File: src/rtl/wave_spike_if.sv
// wave_spike_if: sample/control inputs and spike/counter outputs of the spike encoder
interface wave_spike_if #(parameter int CNT_WIDTH = 16);
  logic                 enable;
  logic                 sample_tick;
  logic [31:0]          wave;
  logic                 count_clear;
  logic                 spike_strobe;
  logic                 spike;
  logic [CNT_WIDTH-1:0] spike_count;
  logic [CNT_WIDTH-1:0] drop_count;
  logic [31:0]          acc;
  modport master (
    output enable, sample_tick, wave, count_clear,
    input  spike_strobe, spike, spike_count, drop_count, acc
  );
  modport slave (
    input  enable, sample_tick, wave, count_clear,
    output spike_strobe, spike, spike_count, drop_count, acc
  );
endinterface

File: src/rtl/wave_spike_encoder.sv
// wave_spike_encoder: phase-accumulator rate-to-spike encoder with refractory period and counters
module wave_spike_encoder #(
  parameter int PULSE_CYCLES     = 4,
  parameter int REFRACTORY_TICKS = 2,
  parameter int CNT_WIDTH        = 16
) (
  input logic        clk,
  input logic        reset,
  wave_spike_if.slave bus
);
  typedef enum logic [1:0] {IDLE, RUN, REFRACT} state_t;
  state_t               state_q, state_d;
  logic [31:0]          acc_q, acc_d;
  logic [7:0]           refr_q, refr_d;
  logic [7:0]           pulse_q, pulse_d;
  logic                 strobe_q, strobe_d;
  logic                 spike_q, spike_d;
  logic [CNT_WIDTH-1:0] spike_cnt_q, spike_cnt_d;
  logic [CNT_WIDTH-1:0] drop_cnt_q, drop_cnt_d;
  logic [32:0]          sum;
  // next state: accumulate on ticks, emit or suppress carries, stretch the pulse, maintain counters
  always_comb begin
    state_d     = state_q;
    acc_d       = acc_q;
    refr_d      = refr_q;
    pulse_d     = (pulse_q != 8'd0) ? pulse_q - 8'd1 : 8'd0;
    strobe_d    = 1'b0;
    spike_cnt_d = spike_cnt_q;
    drop_cnt_d  = drop_cnt_q;
    sum         = {1'b0, acc_q} + {1'b0, bus.wave};
    if (state_q == IDLE) begin
      acc_d   = '0;
      refr_d  = '0;
      state_d = bus.enable ? RUN : IDLE;
    end else if (!bus.enable) begin
      acc_d   = '0;
      refr_d  = '0;
      state_d = IDLE;
    end else if (bus.sample_tick) begin
      acc_d = sum[31:0];
      if (state_q == RUN) begin
        if (sum[32]) begin
          strobe_d    = 1'b1;
          pulse_d     = 8'(PULSE_CYCLES);
          spike_cnt_d = spike_cnt_q + CNT_WIDTH'(spike_cnt_q != '1);
          refr_d      = 8'(REFRACTORY_TICKS);
          state_d     = (REFRACTORY_TICKS > 0) ? REFRACT : RUN;
        end
      end else begin
        drop_cnt_d = drop_cnt_q + CNT_WIDTH'(sum[32] && drop_cnt_q != '1);
        refr_d     = refr_q - 8'd1;
        state_d    = (refr_q <= 8'd1) ? RUN : REFRACT;
      end
    end
    spike_cnt_d = bus.count_clear ? '0 : spike_cnt_d;
    drop_cnt_d  = bus.count_clear ? '0 : drop_cnt_d;
    spike_d     = pulse_d != 8'd0;
  end
  // state register; reset drops everything including any pulse in flight
  always_ff @(posedge clk) begin
    if (reset) begin
      state_q     <= IDLE;
      acc_q       <= '0;
      refr_q      <= '0;
      pulse_q     <= '0;
      strobe_q    <= 1'b0;
      spike_q     <= 1'b0;
      spike_cnt_q <= '0;
      drop_cnt_q  <= '0;
    end else begin
      state_q     <= state_d;
      acc_q       <= acc_d;
      refr_q      <= refr_d;
      pulse_q     <= pulse_d;
      strobe_q    <= strobe_d;
      spike_q     <= spike_d;
      spike_cnt_q <= spike_cnt_d;
      drop_cnt_q  <= drop_cnt_d;
    end
  end
  assign bus.spike_strobe = strobe_q;
  assign bus.spike        = spike_q;
  assign bus.spike_count  = spike_cnt_q;
  assign bus.drop_count   = drop_cnt_q;
  assign bus.acc          = acc_q;
endmodule

File: src/flat_wrapper.sv
// flat-port wrapper written by rule: the top's interface ports become plain ports
module wave_spike_encoder_flat 
#(
  parameter int PULSE_CYCLES     = 4,
  parameter int REFRACTORY_TICKS = 2,
  parameter int CNT_WIDTH        = 16
)
  (clk, reset, bus_enable, bus_sample_tick, bus_wave, bus_count_clear, bus_spike_strobe, bus_spike, bus_spike_count, bus_drop_count, bus_acc);
  wave_spike_if #(.CNT_WIDTH(CNT_WIDTH)) bus_i ();
  input logic clk;
  input logic reset;
  input wire logic [$bits(bus_i.enable)-1:0] bus_enable;
  input wire logic [$bits(bus_i.sample_tick)-1:0] bus_sample_tick;
  input wire logic [$bits(bus_i.wave)-1:0] bus_wave;
  input wire logic [$bits(bus_i.count_clear)-1:0] bus_count_clear;
  output wire logic [$bits(bus_i.spike_strobe)-1:0] bus_spike_strobe;
  output wire logic [$bits(bus_i.spike)-1:0] bus_spike;
  output wire logic [$bits(bus_i.spike_count)-1:0] bus_spike_count;
  output wire logic [$bits(bus_i.drop_count)-1:0] bus_drop_count;
  output wire logic [$bits(bus_i.acc)-1:0] bus_acc;
  assign bus_i.enable = bus_enable;
  assign bus_i.sample_tick = bus_sample_tick;
  assign bus_i.wave = bus_wave;
  assign bus_i.count_clear = bus_count_clear;
  assign bus_spike_strobe = bus_i.spike_strobe;
  assign bus_spike = bus_i.spike;
  assign bus_spike_count = bus_i.spike_count;
  assign bus_drop_count = bus_i.drop_count;
  assign bus_acc = bus_i.acc;
  wave_spike_encoder #(.PULSE_CYCLES(PULSE_CYCLES), .REFRACTORY_TICKS(REFRACTORY_TICKS), .CNT_WIDTH(CNT_WIDTH)) u_core (.clk(clk), .reset(reset), .bus(bus_i));
endmodule
File: config.mk
export PLATFORM = sky130hd
export DESIGN_NAME = wave_spike_encoder_flat
export DESIGN_NICKNAME = d
export VERILOG_FILES = /design/src/rtl/wave_spike_if.sv /design/src/rtl/wave_spike_encoder.sv /design/src/flat_wrapper.sv
export SDC_FILE = /design/constraint.sdc
export NUM_CORES = 1
export LEC_CHECK = 0
export CAP_MARGIN = 5
export CORE_MARGIN = 3
export CORE_UTILIZATION = 45
export CTS_CLUSTER_DIAMETER = 60
export CTS_CLUSTER_SIZE = 14
export DETAILED_ROUTE_END_ITERATION = 10
export GPL_TIMING_DRIVEN = 1
export PLACE_DENSITY = 0.77
export SYNTH_ARGS = -nofsm -noshare
export SYNTH_HDL_FRONTEND = slang
export SYNTH_SLANG_ARGS = --single-unit
File: constraint.sdc
create_clock -name clk -period 7.5 [get_ports clk]
set_clock_uncertainty 0.1 [all_clocks]
set_input_delay 1.5 -clock clk [delete_from_list [all_inputs] [get_ports clk]]
set_output_delay 1.5 -clock clk [all_outputs]
set_load 0.005 [all_outputs]
==> results.cfg, run 1 <==
[min_path]
hold_class = reg2reg
hp-start = u_core.bus.acc[18]

[layout]
diodes = 0
design.final.nets = 800
post-route-util_pct = 59.77
layout-drive-gt1-share_pct = 5.785
num-fill-cells = 982
area_delta_synth_final_pct = 26.57

[clock_network]
cts_buffer_depth = 2
htreeDepth = 3
post_cts_hold_buffer_count = 0
cts.repair_timing.setup_buffer_count = 0
worst_setup_hold_path_clk_slew_ps = 70
cts_tree = done
gates_resized_cts_repair = 0
tritoncts_num_sinks = 84
cts_root_buf = clkbuf_16
clk-insertion-delay-late_ps = 340
cts_buffer_count = 9

[synth]
post_synth_xor_area_fraction_pct = 10.55
synth.net_count = 707
postSynth.topFlopCell = dfxtp_1
synth_common_cells = 84 x dfxtp_1, 84 x nor2_1, 49 x nand2_1
synth_top_cell_area_share_pct = 32.15
synth_mux_area_share_pct = 4.018
ys_warn_count = 0
asyncSetResetFlopFracSynth_pct = 0
post_synth_num_cell_types = 63
syn_area_um2 = 5231
synth_adder_area_share_pct = 9.950
simple_logic_cell_fraction_of_the_synthesized_area_pct = 22.94
synth_top_family_by_area = simple AND/OR/NAND/NOR gates
synth-seq-area-share_pct = 32.15
synth-compound-area-share_pct = 17.15
synth_largest_area_cell = dfxtp_1
syn-mean-instance-area_um2 = 8.317
most_area_consuming_cells_after_synthesis = dfxtp_1 32%, ha_1 9.6%, xor2_1 6.4%
post_synth_inst_count = 629
post_synth_edffs = 0
ys_ff_latch = 84

[global_route]
grt_pass1_vias = 4746
grt_util_met2_pct = 34.98
grt_resource_usage_total_pct = 20.12
grt_antenna_before_repair = 0
grt_max_degree = 38
grtUsageMet1_pct = 24.64
grt_use_met3_pct = 2.812
grt_busiest_layer = met2
wire_length_of_the_first_global_routing_pass_mm = 21.78
overflow = 0

[power_and_ir_drop]
power_density_nw_per_um2 = 174.7
power_leakage_nw = 2.682
vdd.ir_drop.worst_v = 0.0001174

[route]
initialDrtViolationCount = 310
post-route-drc-count = 0
routed_via_density = 5.575
detail_route.wirelength_mm = 13.13
drt_pass1_iterations = 5
antenna_violating_nets_post_route = 0
routed_wire_length_per_instance_um = 15.16
route.vias.total = 4828

[critical_path]
end_kind = register
arrival_ps = 5290
r2r_start = u_core.bus.acc[0]
cp_data_required_time_ps = 7670
critical_path.max_fanout = 20
crit_type = in2reg
crit_path_start = bus_wave[0]
setup.worst_path.start_class = input port

[die]
design.core.area_um2 = 11080
boundaryPins = 103
die_y_um = 113.8
core.rowCount = 38
dieArea_um2 = 12960
dieWidth_um = 113.8
initial_core_util_pct = 47.22

[sta]
fmax_mhz = 195.4
share_of_the_cycle_needed_by_the_critical_path_after_routing_pct = 68.25
final.hold.worst_slack_ps = 387.3
setup_tns_ps = 0
relSlewSlack_pct = 37.37
setup_viol = 0
hold_viol = 0
timing.final.crit_period_ps = 5119
rsz0062_at_grt = no
slew_violations = 0
worst_pin_slew_ps = 939.5

[job]
cap_viol_max_count = 0

[placed_design]
io_buffers = 102
globalplace.congestion = 0.9274
detailedPlacementHpwl_mm = 9.836

[outcome]
outcome = finished clean
==> per-layer routing <==
| layer | wire length [um] | vias up | share of wire [%] |
|---|---|---|---|
| met4 | 353 | 0 | 2.7 |
| met3 | 566 | 29 | 4.3 |
| met5 | 0 | - | 0 |
| li1 | - | 2419 | - |
| met1 | 5704 | 2257 | 43 |
| met2 | 6504 | 123 | 50 |
==> cell type report <==
type                       instances  area, um^2  area share, %
sequential                        84        1682          25.40
clock buffer                       9       225.2          3.401
inverter                          21       78.83          1.190
multi-input combinational        504        3379          51.04
tap                              140       175.2          2.646
timing repair buffer             102        1016          15.34
clock inverter                     6       65.06         0.9826
==> where the power goes <==
part / internal (mW) / switching, mW / leakage (nW) / total, mW
Sequential: 0.469 / 0.0223 / 0.680 / 0.491
Combinational: 0.104 / 0.116 / 1.86 / 0.220
Clock: 0.257 / 0.188 / 0.142 / 0.445
Total: 0.830 / 0.326 / 2.68 / 1.16
==> placed cells by master (no fill, tap or decap), types with 21 or more instances in the layout <==
cell,count
xnor2_1,25
dfxtp_1,84
nor2_1,84
a21oi_1,44
clkdlybuf4s50_1,101
xor2_1,38
o21ai_0,29
nand2_1,49
nand3_1,26
ha_1,40
mux2i_1,21
==> cell families after synthesis <==
logic type	Yosys count
xor+xnor	63
simple gates	242
mux	21
compound gates	137
buf+inv	41
fa+ha+maj	41
flops	84
==> worst max-delay path, stage by stage <==
cell and delay [ps]:
clkdlybuf4s50_1 460, ha_1 180, fa_1 230, a21o_1 150, a21o_4 150, a311oi_2 140, o41ai_2 450, a21oi_2 130
o21ai_2 640, o21a_1 220, ha_1 150, and3_1 240, nand2_1 150, or3_1 340, a21oi_1 140
==> stage by stage <==
step | worst slack (ps) | std cells | power (mW) | cell area [um^2]
5_1_grt | 2110 | 866 | 1.209 | 6621
6_report | 2381 | 866 | 1.157 | 6621
2_1_floorplan | 2885 | 629 | 0.6553 | 5231
4_1_cts | 2414 | 866 | 1.166 | 6621
3_3_place_gp | 2227 | 851 | 0.7090 | 6331
3_5_place_dp | 2098 | 851 | 0.7211 | 6331
==> final timing paths <==
path                               endpoint  slack (ps)  cells after the start
setup reg to reg  u_core.bus.drop_count[15]        3620                     14
hold / removal           u_core.bus.acc[18]         390                      2
setup / recovery  u_core.bus.drop_count[15]        2380                     15
hold reg to reg          u_core.bus.acc[18]         390                      2
==> state kept, by name (all words and copies together), names as in the netlist <==
register and cells:
u_core.bus.acc 32, u_core.bus.drop_count 16, u_core.bus.spike 1, u_core.bus.spike_count 16, u_core.bus.spike_strobe 1, u_core.pulse_q 8, u_core.refr_q 8, u_core.state_q 2
No activity file was read; power rests on OpenSTA's default activity.
==> inputs of run 2 (changes only) <==
Settings changed: PLACE_DENSITY 0.77 to 0.8.
Clock period 7.5 ns to 4.65 ns, I/O delays scaled along.
==> results.cfg, run 2 (synthesized netlist as in run 1, its figures left out) <==
[clock_network]
cts_root_buf = clkbuf_16
cts_buffer_count = 9
worst_setup_hold_path_clk_slew_ps = 60
clk-insertion-delay-late_ps = 350
post_cts_hold_buffer_count = 0
htreeDepth = 3
tritoncts_num_sinks = 84
cts_tree = done
gates_resized_cts_repair = 0
cts.repair_timing.setup_buffer_count = 0
cts_buffer_depth = 2

[sta]
hold_viol = 0
rsz0062_at_grt = no
setup_viol = 0
share_of_the_cycle_needed_by_the_critical_path_after_routing_pct = 90.43
timing.final.crit_period_ps = 4205
slew_violations = 0
fmax_mhz = 237.8
setup_slack_ps = 445.2
relSlewSlack_pct = 56.89
setup_tns_ps = 0
worst_pin_slew_ps = 646.6

[global_route]
grt_antenna_before_repair = 0
overflow = 0
grt_max_degree = 35
grt_pass1_vias = 4752
wire_length_of_the_first_global_routing_pass_mm = 21.80
grt_resource_usage_total_pct = 20.52

[critical_path]
critPathMostFrequentCell = ha_1
crit_type = in2reg
critical_path.cell_chain = clkdlybuf4s50_1 > ha_1 > fa_1 > a21o_1 > a21o_4 > a311oi_2 > o41ai_2 > a21oi_2 > o21ai_2 > o21a_1 > ha_1 > ha_1 > and3_1 > nand4_1 > xor2_1 > nor2_1
end_kind = register
cpMaxStageDelayCell = fa_1
cp_data_required_time_ps = 4760
crit_path_max_incr_delay_ps = 430
critical_path.top_delay_family = compound AO/OA/AOI/OAI gates
setup.worst_path.start_class = input port
critical_path.max_fanout = 5
arrival_ps = 4320
worst-path-buf-inv = 1

[layout]
largest_register_ffs = 32
instances_no_fill = 868
leading_cell_types_in_the_layout_fill_and_taps_excluded = 101 x clkdlybuf4s50_1, 84 x nor2_1, 84 x dfxtp_1, 49 x nand2_1, 44 x a21oi_1
diodes = 0
area_delta_synth_final_pct = 28.08
layout-drive-gt1-share_pct = 5.907
design.final.nets = 802
mostFrequentLayoutCell = clkdlybuf4s50_1

[power_and_ir_drop]
power_density_nw_per_um2 = 301.2
vdd.ir_drop.worst_v = 0.0002740
power_leakage_nw = 2.723

[job]
cap_viol_max_count = 0

[route]
antenna_violating_nets_post_route = 0
post-route-drc-count = 0
route.vias.total = 4905
detail_route.wirelength_mm = 13.47
drt_pass1_iterations = 5
routed_wire_length_per_instance_um = 15.52
routed_via_density = 5.651
initialDrtViolationCount = 308

[die]
design.core.area_um2 = 11080
dieArea_um2 = 12960
die_y_um = 113.8
dieWidth_um = 113.8
boundaryPins = 103
initial_core_util_pct = 47.22
core.rowCount = 38

[outcome]
outcome = finished clean

[min_path]
hold_class = reg2reg

[placed_design]
globalplace.congestion = 0.9333
io_buffers = 102
detailedPlacementHpwl_mm = 9.865
place_inst = 853
place_ws_ps = 133.1
-- run 2: report_power, final --
part | switching, mW | internal, mW
clock | 0.293 | 0.575
combinational | 0.190 | 0.169
sequential | 0.0347 | 0.757
total | 0.518 | 1.50
-- run 2: final timing paths --
check                                    to  cells past startpoint  slack (ps)         startpoint
setup / recovery  u_core.bus.drop_count[14]                     16         450        bus_wave[0]
hold / removal            u_core.pulse_q[0]                      1         380  u_core.pulse_q[0]
setup reg to reg  u_core.bus.drop_count[14]                     15        1100  u_core.bus.acc[0]
hold reg to reg           u_core.pulse_q[0]                      1         380  u_core.pulse_q[0]
-- run 2: routing by layer --
layer,share of wire [%],global-route usage [%]
met4,2.2,7.284
met3,5.1,4.881
met2,50,36.36
met5,0,0
met1,42,24.15
-- run 2: final cells by class --
cell class | count | area, um^2
clock buffers | 10 | 229.0
flip-flops and latches | 84 | 1682
multi-input cells | 504 | 3379
clock inverters | 5 | 125.1
well taps | 140 | 175.2
fillers | 986 | 4378
inverters | 21 | 78.83
repair buffers | 104 | 1031
-- run 2: stage by stage --
step | utilization (%) | hold slack (ps) | area (um^2) | power (mW)
after floorplan | - | 337.0 | 5231 | 1.057
after global placement | 57.28 | 356.3 | 6346 | 1.144
after detailed placement | 57.28 | 368.7 | 6346 | 1.163
after CTS | 60.48 | 381.3 | 6700 | 2.034
after global routing | 60.48 | 407.8 | 6700 | 2.115
final | 60.48 | 378.2 | 6700 | 2.018
==> inputs of run 3 (changes only) <==
Settings changed: PLACE_DENSITY 0.8 to 0.77.
Clock period 4.65 ns to 5.3 ns, I/O delays scaled along.
==> results.cfg, run 3 (synthesized netlist as in run 1, its figures left out) <==
[outcome]
outcome = finished clean

[clock_network]
gates_resized_cts_repair = 0
tritoncts_num_sinks = 84
cts_buffer_count = 9
cts_tree = done
cts_root_buf = clkbuf_16
cts_buffer_depth = 2
post_cts_hold_buffer_count = 0
worst_setup_hold_path_clk_slew_ps = 60
clk-insertion-delay-late_ps = 340
cts.repair_timing.setup_buffer_count = 0
htreeDepth = 3

[critical_path]
ff2ff_setup_slack_ps = 1400
critical_path.max_fanout = 20
destination_of_the_worst_register_to_register_timing_path = u_core.bus.drop_count[9]
end_kind = register
arrival_ps = 4880
ff2ff_path_depth = 14
cp_data_required_time_ps = 5460
r2r_start = u_core.bus.acc[0]
crit_type = in2reg
setup.worst_path.start_class = input port

[min_path]
holdPathEnd = u_core.pulse_q[0]
hold_class = reg2reg
hp-start = u_core.pulse_q[0]
worst_hold_path.num_cells = 1

[layout]
leading_cell_types_in_the_layout_fill_and_taps_excluded = 101 x clkdlybuf4s50_1, 84 x nor2_1, 84 x dfxtp_1, 49 x nand2_1, 44 x a21oi_1
instances_no_fill = 868
area_delta_synth_final_pct = 27.24
num-fill-cells = 991
diodes = 0
design.final.nets = 801
mostFrequentLayoutCell = clkdlybuf4s50_1
largest_register_ffs = 32
layout-drive-gt1-share_pct = 5.769
finalInstanceArea_um2 = 6656

[global_route]
grt_pass1_vias = 4733
grt_resource_usage_total_pct = 20.46
overflow = 0
wire_length_of_the_first_global_routing_pass_mm = 21.96
grt_antenna_before_repair = 0
grt_max_degree = 38

[route]
antenna_violating_nets_post_route = 0
detail_route.wirelength_mm = 13.17
routed_via_density = 5.672
initialDrtViolationCount = 374
drt_pass1_iterations = 5
post-route-drc-count = 0
routed_wire_length_per_instance_um = 15.17
route.vias.total = 4923

[sta]
timing.final.crit_period_ps = 4723
final.hold.worst_slack_ps = 381.4
setup_tns_ps = 0
fmax_mhz = 211.7
share_of_the_cycle_needed_by_the_critical_path_after_routing_pct = 89.11
rsz0062_at_grt = no
setup_viol = 0
worst_pin_slew_ps = 779.8
hold_viol = 0
slew_violations = 0
relSlewSlack_pct = 48.01

[power_and_ir_drop]
post-layout-total-power_mw = 1.681
power_density_nw_per_um2 = 252.5
power_leakage_nw = 2.695
vdd.ir_drop.worst_v = 0.0001572

[die]
dieWidth_um = 113.8
design.core.area_um2 = 11080
core.rowCount = 38
boundaryPins = 103
initial_core_util_pct = 47.22
dieArea_um2 = 12960
die_y_um = 113.8

[placed_design]
globalplace.congestion = 0.9230
postPlaceCellArea_um2 = 6339
detailedPlacementHpwl_mm = 9.723
place_inst = 852
io_buffers = 102

[job]
cap_viol_max_count = 0
-- run 3: layer usage --
metal / vias to the layer above / track usage [%] / share of wire (%)
li1: 2434 / - / -
met1: 2294 / 26.29 / 43
met2: 169 / 34.31 / 49
met3: 26 / 2.599 / 5.6
met4: 0 / 9.264 / 2.5
met5: - / 0 / 0
-- run 3: area by class of cell --
type / count / area (um^2) / share of cell area (%)
Multi-Input combinational cell: 504 / 3379 / 50.77
Sequential cell: 84 / 1682 / 25.26
Timing Repair Buffer: 103 / 1023 / 15.38
Clock buffer: 11 / 232.7 / 3.496
Tap cell: 140 / 175.2 / 2.632
Clock inverter: 5 / 85.08 / 1.278
Inverter: 21 / 78.83 / 1.184
-- run 3: worst max path at each step --
stage | start | to | slack [ps] | cells after the start
final | bus_wave[0] | u_core.bus.drop_count[9] | 580 | 15
after detailed placement | bus_wave[0] | u_core.bus.drop_count[15] | 290 | 15
after floorplan | bus_wave[0] | u_core.bus.drop_count[14] | 1130 | 17
after global routing | bus_wave[0] | u_core.bus.drop_count[15] | 270 | 15
after CTS | bus_wave[0] | u_core.bus.drop_count[9] | 570 | 15
after global placement | bus_wave[0] | u_core.bus.drop_count[14] | 450 | 16
-- run 3: critical path, cell delays in order --
cell	delay, ps
clkdlybuf4s50_1	460
ha_1	180
fa_1	230
a21o_1	140
a21o_4	150
a311oi_2	130
o41ai_2	440
a21oi_2	140
o21ai_2	650
o21a_1	210
ha_1	150
and3_1	270
nand2_1	160
or3_1	340
a21oi_1	160
-- run 3: stage by stage --
step	utilization, %	setup WS (ps)
2_1_floorplan	-	1125
3_3_place_gp	57.22	452.8
3_5_place_dp	57.22	285.7
4_1_cts	60.09	565.2
5_1_grt	60.09	274.3
6_report	60.09	577.2
-- run 3: power by group --
group / switching, mW / internal [mW]
clock network: 0.260 / 0.416
logic: 0.163 / 0.148
registers: 0.0308 / 0.664
total: 0.454 / 1.23
